[src/rtl/lc3_mem_pkg.sv]
// Shared types and constants for the LC-3 memory-side controller.
//   mem_state_t       - controller FSM states
//   SRAM_ADDR_W       - external SRAM address width
//   WORD_W            - LC-3 data/address word width
//   MMIO_ADDR_DEFAULT - default address of the switch/hex I/O word
package lc3_mem_pkg;

  localparam int unsigned SRAM_ADDR_W = 20;
  localparam int unsigned WORD_W      = 16;

  localparam logic [WORD_W-1:0] MMIO_ADDR_DEFAULT = 16'hFFFF;

  typedef enum logic [2:0] {
    StIdle,
    StRd,
    StWrSetup,
    StWrPulse,
    StWrHold,
    StIo
  } mem_state_t;

endpackage

[src/rtl/sync_2ff.sv]
// Two-flop synchronizer for a bus of quasi-static asynchronous inputs (board switches).
// Ports:
//   clk   - destination clock
//   reset - synchronous, active-high; clears both stages to 0
//   d     - asynchronous input bus
//   q     - synchronized output bus (two cycles of latency)
module sync_2ff #(
  parameter int unsigned Width = 16
) (
  input  logic             clk,
  input  logic             reset,
  input  logic [Width-1:0] d,
  output logic [Width-1:0] q
);

  logic [Width-1:0] meta_q;
  logic [Width-1:0] sync_q;

  always_ff @(posedge clk) begin
    if (reset) begin
      meta_q <= '0;
      sync_q <= '0;
    end else begin
      meta_q <= d;
      sync_q <= meta_q;
    end
  end

  assign q = sync_q;

endmodule

[src/rtl/lc3_sram_ctrl.sv]
// LC-3 memory-side stage: turns the control unit's active-low strobes plus MAR/MDR into
// timed asynchronous-SRAM cycles, returns read data to the MDR mux, and decodes the
// memory-mapped I/O word (switches in, hex display out).
// Optional build macro: MEM_ACCESS_CNT_EN adds rd_count_o / wr_count_o access counters.
// Ports:
//   Clk, Reset            - clock, synchronous active-high reset
//   Mem_CE/Mem_OE/Mem_WE  - active-low strobes from the control unit
//   mar_i, mdr_i          - address and write data, latched at the request edge
//   switches_i            - asynchronous board switches
//   rdata_o, rvalid_o     - captured read data and its one-cycle valid pulse
//   busy_o                - access in progress; strobes are ignored meanwhile
//   hex_o                 - hex display register
//   sram_*                - SRAM pins, all decoded from registered state only
//   rd_count_o/wr_count_o - completed access counters (MEM_ACCESS_CNT_EN only)
module lc3_sram_ctrl
  import lc3_mem_pkg::*;
#(
  parameter int unsigned       READ_WAIT   = 1,
  parameter int unsigned       WRITE_PULSE = 2,
  parameter logic [WORD_W-1:0] MMIO_ADDR   = MMIO_ADDR_DEFAULT
) (
  input  logic                   Clk,
  input  logic                   Reset,
  input  logic                   Mem_CE,
  input  logic                   Mem_OE,
  input  logic                   Mem_WE,
  input  logic [WORD_W-1:0]      mar_i,
  input  logic [WORD_W-1:0]      mdr_i,
  input  logic [WORD_W-1:0]      switches_i,
  output logic [WORD_W-1:0]      rdata_o,
  output logic                   rvalid_o,
  output logic                   busy_o,
  output logic [WORD_W-1:0]      hex_o,
  output logic [SRAM_ADDR_W-1:0] sram_addr_o,
  input  logic [WORD_W-1:0]      sram_dq_i,
  output logic [WORD_W-1:0]      sram_dq_o,
  output logic                   sram_dq_oe,
  output logic                   sram_ce_n,
  output logic                   sram_oe_n,
  output logic                   sram_we_n,
  output logic                   sram_ub_n,
  output logic                   sram_lb_n
`ifdef MEM_ACCESS_CNT_EN
  ,
  output logic [15:0]            rd_count_o,
  output logic [15:0]            wr_count_o
`endif
);

  localparam logic [2:0] RdLoad    = 3'(READ_WAIT);
  localparam logic [2:0] PulseLoad = 3'(WRITE_PULSE - 1);

  mem_state_t        state_q, state_d;
  logic [2:0]        cnt_q, cnt_d;
  logic              prev_oe_q, prev_we_q;
  logic              io_wr_q;
  logic [WORD_W-1:0] io_data_q;
  logic [WORD_W-1:0] sram_addr_q;
  logic [WORD_W-1:0] sram_dq_q;
  logic [WORD_W-1:0] rdata_q;
  logic              rvalid_q;
  logic [WORD_W-1:0] hex_q;
  logic [WORD_W-1:0] sw_sync;

  logic oe_fall, we_fall;
  logic req_wr, req_rd, req_io, start;
  logic rd_done, io_rd_done, io_wr_done;

  sync_2ff #(
    .Width(WORD_W)
  ) u_sync_sw (
    .clk  (Clk),
    .reset(Reset),
    .d    (switches_i),
    .q    (sw_sync)
  );

  always_comb begin
    oe_fall    = prev_oe_q & ~Mem_OE;
    we_fall    = prev_we_q & ~Mem_WE;
    // A write edge wins over a simultaneous read edge; the read is dropped.
    req_wr     = ~Mem_CE & we_fall;
    req_rd     = ~Mem_CE & oe_fall & ~we_fall;
    req_io     = (mar_i == MMIO_ADDR);
    start      = (state_q == StIdle) & (req_wr | req_rd);
    rd_done    = (state_q == StRd) & (cnt_q == 3'd0);
    io_rd_done = (state_q == StIo) & ~io_wr_q;
    io_wr_done = (state_q == StIo) & io_wr_q;

    state_d = state_q;
    cnt_d   = cnt_q;
    unique case (state_q)
      StIdle: begin
        if (start) begin
          if (req_io) begin
            state_d = StIo;
          end else if (req_wr) begin
            state_d = StWrSetup;
          end else begin
            state_d = StRd;
            cnt_d   = RdLoad;
          end
        end
      end
      StRd: begin
        if (cnt_q == 3'd0) state_d = StIdle;
        else               cnt_d   = cnt_q - 3'd1;
      end
      StWrSetup: begin
        state_d = StWrPulse;
        cnt_d   = PulseLoad;
      end
      StWrPulse: begin
        if (cnt_q == 3'd0) state_d = StWrHold;
        else               cnt_d   = cnt_q - 3'd1;
      end
      StWrHold: state_d = StIdle;
      StIo:     state_d = StIdle;
      default:  state_d = StIdle;
    endcase
  end

  always_ff @(posedge Clk) begin
    if (Reset) begin
      state_q     <= StIdle;
      cnt_q       <= '0;
      prev_oe_q   <= 1'b1;
      prev_we_q   <= 1'b1;
      io_wr_q     <= 1'b0;
      io_data_q   <= '0;
      sram_addr_q <= '0;
      sram_dq_q   <= '0;
      rdata_q     <= '0;
      rvalid_q    <= 1'b0;
      hex_q       <= '0;
    end else begin
      state_q   <= state_d;
      cnt_q     <= cnt_d;
      prev_oe_q <= Mem_OE;
      prev_we_q <= Mem_WE;
      if (start) begin
        // I/O accesses keep the SRAM address/data pins untouched.
        if (req_io) begin
          io_wr_q   <= req_wr;
          io_data_q <= mdr_i;
        end else begin
          sram_addr_q <= mar_i;
          if (req_wr) sram_dq_q <= mdr_i;
        end
      end
      rvalid_q <= rd_done | io_rd_done;
      if (rd_done)         rdata_q <= sram_dq_i;
      else if (io_rd_done) rdata_q <= sw_sync;
      if (io_wr_done) hex_q <= io_data_q;
    end
  end

  always_comb begin
    sram_ce_n  = 1'b1;
    sram_oe_n  = 1'b1;
    sram_we_n  = 1'b1;
    sram_dq_oe = 1'b0;
    unique case (state_q)
      StRd: begin
        sram_ce_n = 1'b0;
        sram_oe_n = 1'b0;
      end
      StWrSetup, StWrHold: begin
        sram_ce_n  = 1'b0;
        sram_dq_oe = 1'b1;
      end
      StWrPulse: begin
        sram_ce_n  = 1'b0;
        sram_we_n  = 1'b0;
        sram_dq_oe = 1'b1;
      end
      default: ;
    endcase
    sram_ub_n = sram_ce_n;
    sram_lb_n = sram_ce_n;
  end

  assign sram_addr_o = {{(SRAM_ADDR_W - WORD_W){1'b0}}, sram_addr_q};
  assign sram_dq_o   = sram_dq_q;
  assign rdata_o     = rdata_q;
  assign rvalid_o    = rvalid_q;
  assign hex_o       = hex_q;
  assign busy_o      = (state_q != StIdle);

`ifdef MEM_ACCESS_CNT_EN
  logic [15:0] rd_cnt_q, wr_cnt_q;

  always_ff @(posedge Clk) begin
    if (Reset) begin
      rd_cnt_q <= '0;
      wr_cnt_q <= '0;
    end else begin
      if (rd_done | io_rd_done)                 rd_cnt_q <= rd_cnt_q + 16'd1;
      if ((state_q == StWrHold) | io_wr_done)   wr_cnt_q <= wr_cnt_q + 16'd1;
    end
  end

  assign rd_count_o = rd_cnt_q;
  assign wr_count_o = wr_cnt_q;
`endif

endmodule

[config.mk]
export PLATFORM = sky130hd
export DESIGN_NAME = lc3_sram_ctrl
export DESIGN_NICKNAME = d
export VERILOG_FILES = /design/src/rtl/lc3_mem_pkg.sv /design/src/rtl/sync_2ff.sv /design/src/rtl/lc3_sram_ctrl.sv
export SDC_FILE = /design/constraint.sdc
export NUM_CORES = 1
export LEC_CHECK = 0
export ABC_CLOCK_PERIOD_IN_PS = 2690
export BUFFER_PORTS_ARGS = -buffer_cell sky130_fd_sc_hd__clkbuf_2
export CAP_MARGIN = 30
export CORE_MARGIN = 2
export CORE_UTILIZATION = 54
export DETAILED_ROUTE_END_ITERATION = 8
export GPL_TIMING_DRIVEN = 0
export PLACE_DENSITY = 0.95
export SETUP_SLACK_MARGIN = 0.4
export SLEW_MARGIN = 10
export SYNTH_ARGS = -nofsm -noshare
export SYNTH_HDL_FRONTEND = slang
export SYNTH_SLANG_ARGS = --single-unit
[constraint.sdc]
create_clock -name Clk -period 2.69 [get_ports Clk]
set_input_delay 0.1345 -clock Clk [delete_from_list [all_inputs] [get_ports Clk]]
set_output_delay 0.1345 -clock Clk [all_outputs]
set_load 0.01 [all_outputs]
==> impl_metrics.py, run 1 <==
metrics = {
    "run_status": {
        "outcome": "finished clean",
    },
    "grt": {
        "grt-ovfl-total": 0,
        "grtUsageTotal": 0.361,
        "antenna_found_initial": 1,
        "grt_max_degree": 17,
        "grt_pass1_vias": 5138,
        "grt_pass1_wl_microns": 24800,
    },
    "pwr": {
        "power.switching_mw": 1.36,
        "power.share.combinational": 0.153,
        "clkPwrFrac": 0.439,
        "power.density_nw_per_um2": 730,
        "internal-power_mw": 3.51,
        "switching_share": 0.279,
        "seq_power_share": 0.407,
        "ir_drop_mv": 0.474,
        "leakagePower_nw": 2.72,
    },
    "die": {
        "initial_core_util": 0.558,
        "core_area_sq_um": 8220,
        "die_w_microns": 96.1,
        "dieArea_sq_um": 9240,
        "fp.dieH_microns": 96.1,
        "io_pins": 145,
        "rows": 33,
    },
    "synthesis": {
        "synth-seq-cells": 122,
        "synth_enable_flop_cells": 0,
        "synth.distinct_cells": 39,
        "synthFlopType": "dfxtp_1",
        "syn_area_sq_um": 4580,
        "syn_inst": 512,
        "syn_avg_cell_area_sq_um": 8.95,
        "synth-seq-area-share": 0.533,
        "yosys_warnings": 0,
        "async_reset_ff_frac": 0,
    },
    "timing": {
        "report.final.slew_viol_count": 0,
        "tns_ns": 0,
        "worst_slew_pin_slew_ns": 0.743,
        "fin_ws_ns": 0.484,
        "post-route-period-util": 0.820,
        "hold_viol_final": 0,
        "finalSetupViolCount": 0,
        "rsz0062_at_grt": "false",
        "fmax_mhz": 453,
        "slew_headroom": 0.503,
        "finClkSkew_ns": 0.00953,
        "period_needed_ns": 2.21,
    },
    "drt": {
        "drc": 0,
        "vias_per_cell": 5.98,
        "routed_wl_microns": 16400,
        "drtAntennaViolNets": 0,
        "drt_iter0_drc": 619,
        "first_pass_iters": 7,
        "vias": 5147,
        "post_drt_wl_per_cell_microns": 19.1,
    },
    "cts": {
        "cts-htree-levels": 4,
        "cts_tree": "done",
        "clock-sinks": 122,
        "numCtsBuffers": 17,
        "clockRootBuffer": "clkbuf_8",
        "clkLatencyLatePin_ns": 0.53,
        "cts.reportedPaths.clkPinSlew_ns": 0.06,
        "postCtsSetupBuffers": 0,
        "clk_path_buf_depth": 2,
    },
    "setup_path": {
        "worstPathRequired_ns": 2.56,
        "critPathKind": "flop to output port",
        "arrival_ns": 2.07,
        "crit_chain": "buf_2 > nor2_1 > mux2_2 > nor2_1 > buf_4 > clkbuf_2",
        "critical_path.startpoint_type": "flop",
        "crit_buf_inv": 3,
        "max_stage_delay_ns": 0.44,
        "crit_slowest_cell": "dfxtp_1",
        "path_delay_family": "buffers and inverters",
        "endpoint_kind": "output port",
        "crit_top_cell": "nor2_1",
        "worstPathMaxFanout": 10,
    },
    "finish": {
        "drive_above_1_share": 0.262,
        "nNetsFinal": 811,
        "instances_no_fill": 860,
        "fillers": 442,
        "multi_input_area_sq_um": 1930,
        "area_delta_synth_final_pct": 45.6,
        "register_area_sq_um": 2440,
        "final_cell_mix": "clkbuf_2 (140), dfxtp_1 (122), a21oi_1 (69)",
        "fin_util": 0.812,
        "final_common_cell": "clkbuf_2",
    },
    "min_path": {
        "hp-class": "primary input to flop",
    },
    "placement": {
        "place_inst": 760,
        "hpwl_microns": 9220,
        "globalplace.congestion": 0.851,
        "dp_worst_setup_slack_ns": 0.774,
        "port_buffers": 140,
    },
    "flow_run": {
        "drv_cap": 0,
    },
}
final timing paths:
kind	slack, ns	endpoint	from	depth (start not counted)
max	0.48	sram_ub_n	state_q[0]	6
min	0.07	state_q[2]	Mem_CE	4
max reg2reg	0.55	io_wr_q	state_q[2]	6
min reg2reg	0.44	u_sync_sw.q[3]	u_sync_sw.meta_q[3]	1
per-layer routing:
layer  part of all wire  GRT usage
met1               0.34      0.386
met2               0.49      0.604
met3              0.090      0.109
met4              0.078      0.257
met5                  0          0
power by group through the flow:
stage	clock network, mW	logic (mW)	registers [mW]
2_1_floorplan	0	0.338	2.04
3_3_place_gp	0	0.593	2.00
3_5_place_dp	0	0.620	2.01
4_1_cts	2.12	0.705	1.97
5_1_grt	2.21	0.798	1.99
6_report	2.14	0.746	1.99
kinds of logic after synthesis:
kind of cell               count (synthesis)  synth area share
and+or+nand+nor                          168             0.189
other                                      1          0.000818
AOI/OAI and AO/OA                        148             0.180
muxes                                     18            0.0396
DFF                                      122             0.533
adders and majority gates                  2           0.00546
buffers and inverters                     53            0.0519
layout make-up:
type / instances / share of cell area
repair buffers: 206 / 0.204
plain buffers: 48 / 0.0330
multi-input cells: 340 / 0.290
inverters: 5 / 0.00281
clock inverters: 13 / 0.0178
diodes: 2 / 0.000750
flip-flops and latches: 122 / 0.366
clock buffers: 19 / 0.0662
well taps: 105 / 0.0197
sequential cells by signal (all words and copies together) (netlist names):
| signal | count |
|---|---|
| hex_o | 16 |
| sram_dq_o | 16 |
| u_sync_sw.q | 16 |
| rvalid_o | 1 |
| rdata_o | 16 |
| io_wr_q | 1 |
| state_q | 3 |
| prev_we_q | 1 |
| io_data_q | 16 |
| prev_oe_q | 1 |
| cnt_q | 3 |
| u_sync_sw.meta_q | 16 |
| sram_addr_q | 16 |
through the flow:
step                power (mW)  area (sq um)  hold WS, ns
global route              5.00          6670       0.0902
finish                    4.87          6670       0.0711
global placement          2.60          5430        0.337
detailed placement        2.63          5430        0.348
CTS                       4.80          6650       0.0532
floorplan                 2.37          4590        0.241
synthesized netlist by cell type (all sizes together) (3+ instances only):
library cell  count  share of area
inv               5         0.0041
a21oi            70          0.076
nand2            42          0.034
nor3              3         0.0068
nor2             22          0.018
o21ai            49          0.054
nand4             4         0.0055
buf              15          0.021
nor3b             3         0.0060
nor2b            36          0.049
nand3            49          0.054
mux2i            17          0.037
a211oi           19          0.032
clkbuf           33          0.027
dfxtp           122           0.53
worst reg2reg max path: stages, from the launching register on:
cell and delay, ns:
dfxtp_1 0.35, nor3_4 0.34, inv_1 0.23, a211o_1 0.36
clkbuf_1 0.29, o21ai_0 0.31, a21oi_1 0.12
timing repair:
| action | 4_1_cts | 5_1_grt |
|---|---|---|
| gates resized for setup | 0 | 7 |
| hold buffers | 66 | 0 |
| setup endpoints to repair | 0 | 9 |
| hold endpoints to repair | 82 | 0 |
Note: power is estimated with default switching activity, not from simulation.
==> run 2, diff against run 1 <==
--- a/config.mk
+++ b/config.mk
@@ -5,14 +5,15 @@
 export SDC_FILE = /design/constraint.sdc
 export NUM_CORES = 1
 export LEC_CHECK = 0
-export ABC_CLOCK_PERIOD_IN_PS = 2690
+export ABC_AREA = 1
+export ABC_CLOCK_PERIOD_IN_PS = 2100
 export BUFFER_PORTS_ARGS = -buffer_cell sky130_fd_sc_hd__clkbuf_2
 export CAP_MARGIN = 30
 export CORE_MARGIN = 2
-export CORE_UTILIZATION = 54
+export CORE_UTILIZATION = 51
 export DETAILED_ROUTE_END_ITERATION = 8
 export GPL_TIMING_DRIVEN = 0
-export PLACE_DENSITY = 0.95
+export PLACE_DENSITY = 0.91
 export SETUP_SLACK_MARGIN = 0.4
 export SLEW_MARGIN = 10
 export SYNTH_ARGS = -nofsm -noshare
==> constraint.sdc (replaced) <==
create_clock -name Clk -period 2.1 [get_ports Clk]
set_input_delay 0.105 -clock Clk [delete_from_list [all_inputs] [get_ports Clk]]
set_output_delay 0.105 -clock Clk [all_outputs]
set_load 0.01 [all_outputs]
==> run 2 against run 1 <==
Compared with the run above:
- register-to-register slack lost 0.20 ns
- final area grew 5.1%
- worst hold slack gained 0.035 ns
- clock-buffer cell count shrank 1
- critical path type unchanged
- critical endpoint unchanged
- largest cell class unchanged
==> impl_metrics.py, run 2 <==
metrics = {
    "synthesis": {
        "synth.area.top_cells": "dfxtp_1 (52%), nand2_1 (10%), nor2_1 (9.1%), inv_1 (7.8%), a21oi_1 (5.9%)",
        "synth_top_area_frac": 0.517,
        "syn_area_sq_um": 4730,
        "synth.most_common_cell": "nand2_1",
        "synth-seq-cells": 122,
        "async_reset_ff_frac": 0,
        "syn_inst": 640,
        "synth_common_cells": "nand2_1 (131), dfxtp_1 (122), nor2_1 (115), inv_1 (98), a21oi_1 (56)",
        "synth-seq-area-share": 0.517,
        "synth_enable_flop_cells": 0,
        "yosys_warnings": 0,
        "yosysTopAreaCell": "dfxtp_1",
        "synthFlopType": "dfxtp_1",
        "synth.distinct_cells": 28,
        "syn_avg_cell_area_sq_um": 7.39,
    },
    "drt": {
        "drc": 0,
        "first_pass_iters": 8,
        "vias_per_cell": 4.92,
        "vias": 4953,
        "post_drt_wl_per_cell_microns": 14.4,
        "drt_iter0_drc": 215,
        "drtAntennaViolNets": 0,
        "routed_wl_microns": 14500,
    },
    "finish": {
        "multi_input_area_sq_um": 1750,
        "final_cell_mix": "clkbuf_2 (136), nand2_1 (130), dfxtp_1 (119)",
        "nNetsFinal": 954,
        "drive_above_1_share": 0.263,
        "antenna_cells": 0,
        "final_common_cell": "clkbuf_2",
        "fillers": 603,
        "area_delta_synth_final_pct": 48.2,
        "register_area_sq_um": 2450,
    },
    "setup_path": {
        "arrival_ns": 1.69,
        "critical_path.startpoint_type": "flop",
        "worstPathMaxFanout": 4,
        "worstPathRequired_ns": 2.00,
        "critPathKind": "flop to output port",
        "endpoint_kind": "output port",
    },
    "grt": {
        "grt-ovfl-total": 0,
        "grtUsageTotal": 0.282,
        "antenna_found_initial": 0,
        "grt_pass1_vias": 4982,
        "grt_max_degree": 17,
        "grt_pass1_wl_microns": 22200,
    },
    "die": {
        "io_pins": 145,
        "fp.dieH_microns": 100,
        "rows": 35,
        "dieArea_sq_um": 10100,
        "initial_core_util": 0.519,
        "die_w_microns": 100,
        "core_area_sq_um": 9110,
    },
    "timing": {
        "tns_ns": 0,
        "finClkSkew_ns": 0.00945,
        "finalSetupViolCount": 0,
        "slew_headroom": 0.629,
        "post-route-period-util": 0.855,
        "period_needed_ns": 1.79,
        "report.final.slew_viol_count": 0,
        "hold_viol_final": 0,
        "worst_slew_pin_slew_ns": 0.557,
        "fmax_mhz": 557,
        "rsz0062_at_grt": "true",
    },
    "placement": {
        "port_buffers": 139,
        "hpwl_microns": 8050,
        "globalplace.congestion": 0.800,
    },
    "cts": {
        "clock-sinks": 122,
        "clkLatencyLatePin_ns": 0.51,
        "clockRootBuffer": "clkbuf_8",
        "cts.reportedPaths.clkPinSlew_ns": 0.06,
        "numCtsBuffers": 17,
        "cts_tree": "done",
        "clk_path_buf_depth": 2,
        "cts-htree-levels": 4,
    },
    "min_path": {
        "hp-class": "primary input to flop",
    },
    "pwr": {
        "leakagePower_nw": 3.45,
        "power.total_mw": 6.19,
        "ir_drop_mv": 0.543,
        "power.density_nw_per_um2": 884,
    },
    "flow_run": {
        "drv_cap": 0,
    },
    "run_status": {
        "outcome": "finished clean",
    },
}
-- run 2: changes by cell type after synthesis, moves of 14 or more --
cell and change:
nand2_1 +89, nor2_1 +93, a21oi_1 -14, nand3_1 -37
mux2i_1 -17, nor2b_1 -36, a211oi_1 -18, inv_1 +93
clkbuf_1 -19
-- run 2: worst max-delay path: stages, from the launching register on --
cell      delay (ns)
dfxtp_4         0.38
inv_2           0.06
nand2_4         0.07
nor2_4          0.04
inv_2           0.05
o211ai_1        0.12
nor2_2          0.21
buf_4           0.16
buf_6           0.09
-- run 2: worst paths after layout --
path	startpoint	to	slack, ns	cells after the start
max	state_q[2]	sram_ub_n	0.31	8
min	Mem_CE	io_wr_q	0.11	6
max reg2reg	state_q[2]	state_q[1]	0.35	14
min reg2reg	u_sync_sw.meta_q[11]	u_sync_sw.q[11]	0.40	2
-- run 2: cells by family after synthesis --
kind of cell | Yosys count | synth area share
simple gates | 271 | 0.231
buf+inv | 139 | 0.125
flops | 122 | 0.517
compound gates | 104 | 0.120
fa+ha+maj | 2 | 0.00529
xor+xnor | 1 | 0.00185
other cells | 1 | 0.000793
-- run 2: final cells by class --
cell class                      instances  share of cell area
Sequential cell                       122               0.350
Clock buffer                           18              0.0596
Inverter                              105              0.0580
Timing Repair Buffer                  221               0.212
Tap cell                              111              0.0198
Multi-Input combinational cell        382               0.249
Buffer                                 34              0.0284
Clock inverter                         14              0.0228
-- run 2: timing repair --
action / in CTS / in global routing
buffers inserted: 13 / 2
gates resized for setup: 15 / 16
pin swaps: 2 / 4
hold buffers: 66 / 0
endpoints found under the setup margin: 4 / 44
endpoints found under the hold margin: 82 / 0
gates cloned: 0 / 1
-- run 2: routing by layer --
layer	part of all wire	vias up	global-route usage
met5	0	-	0
met4	0.028	0	0.140
met3	0.062	42	0.0627
met2	0.53	224	0.532
met1	0.38	2252	0.292
li1	-	2435	-
-- run 2: where the power goes --
group | leakage [nW] | internal (mW) | switching [mW]
Combinational | 2.17 | 0.375 | 0.469
Sequential | 1.00 | 2.43 | 0.0612
Clock | 0.280 | 1.72 | 1.14
Total | 3.45 | 4.52 | 1.67
-- run 2: stage by stage --
stage | instance area (sq um) | std cells | hold slack [ns] | util | setup slack, ns
3_3_place_gp | 5570 | 893 | 0.299 | 0.612 | 0.519
2_1_floorplan | 4740 | 643 | 0.212 | - | 0.671
4_1_cts | 6940 | 1004 | 0.0170 | 0.762 | 0.304
3_5_place_dp | 5570 | 893 | 0.301 | 0.612 | 0.519
5_1_grt | 7010 | 1007 | 0.105 | 0.770 | 0.249
6_report | 7010 | 1007 | 0.106 | 0.770 | 0.305
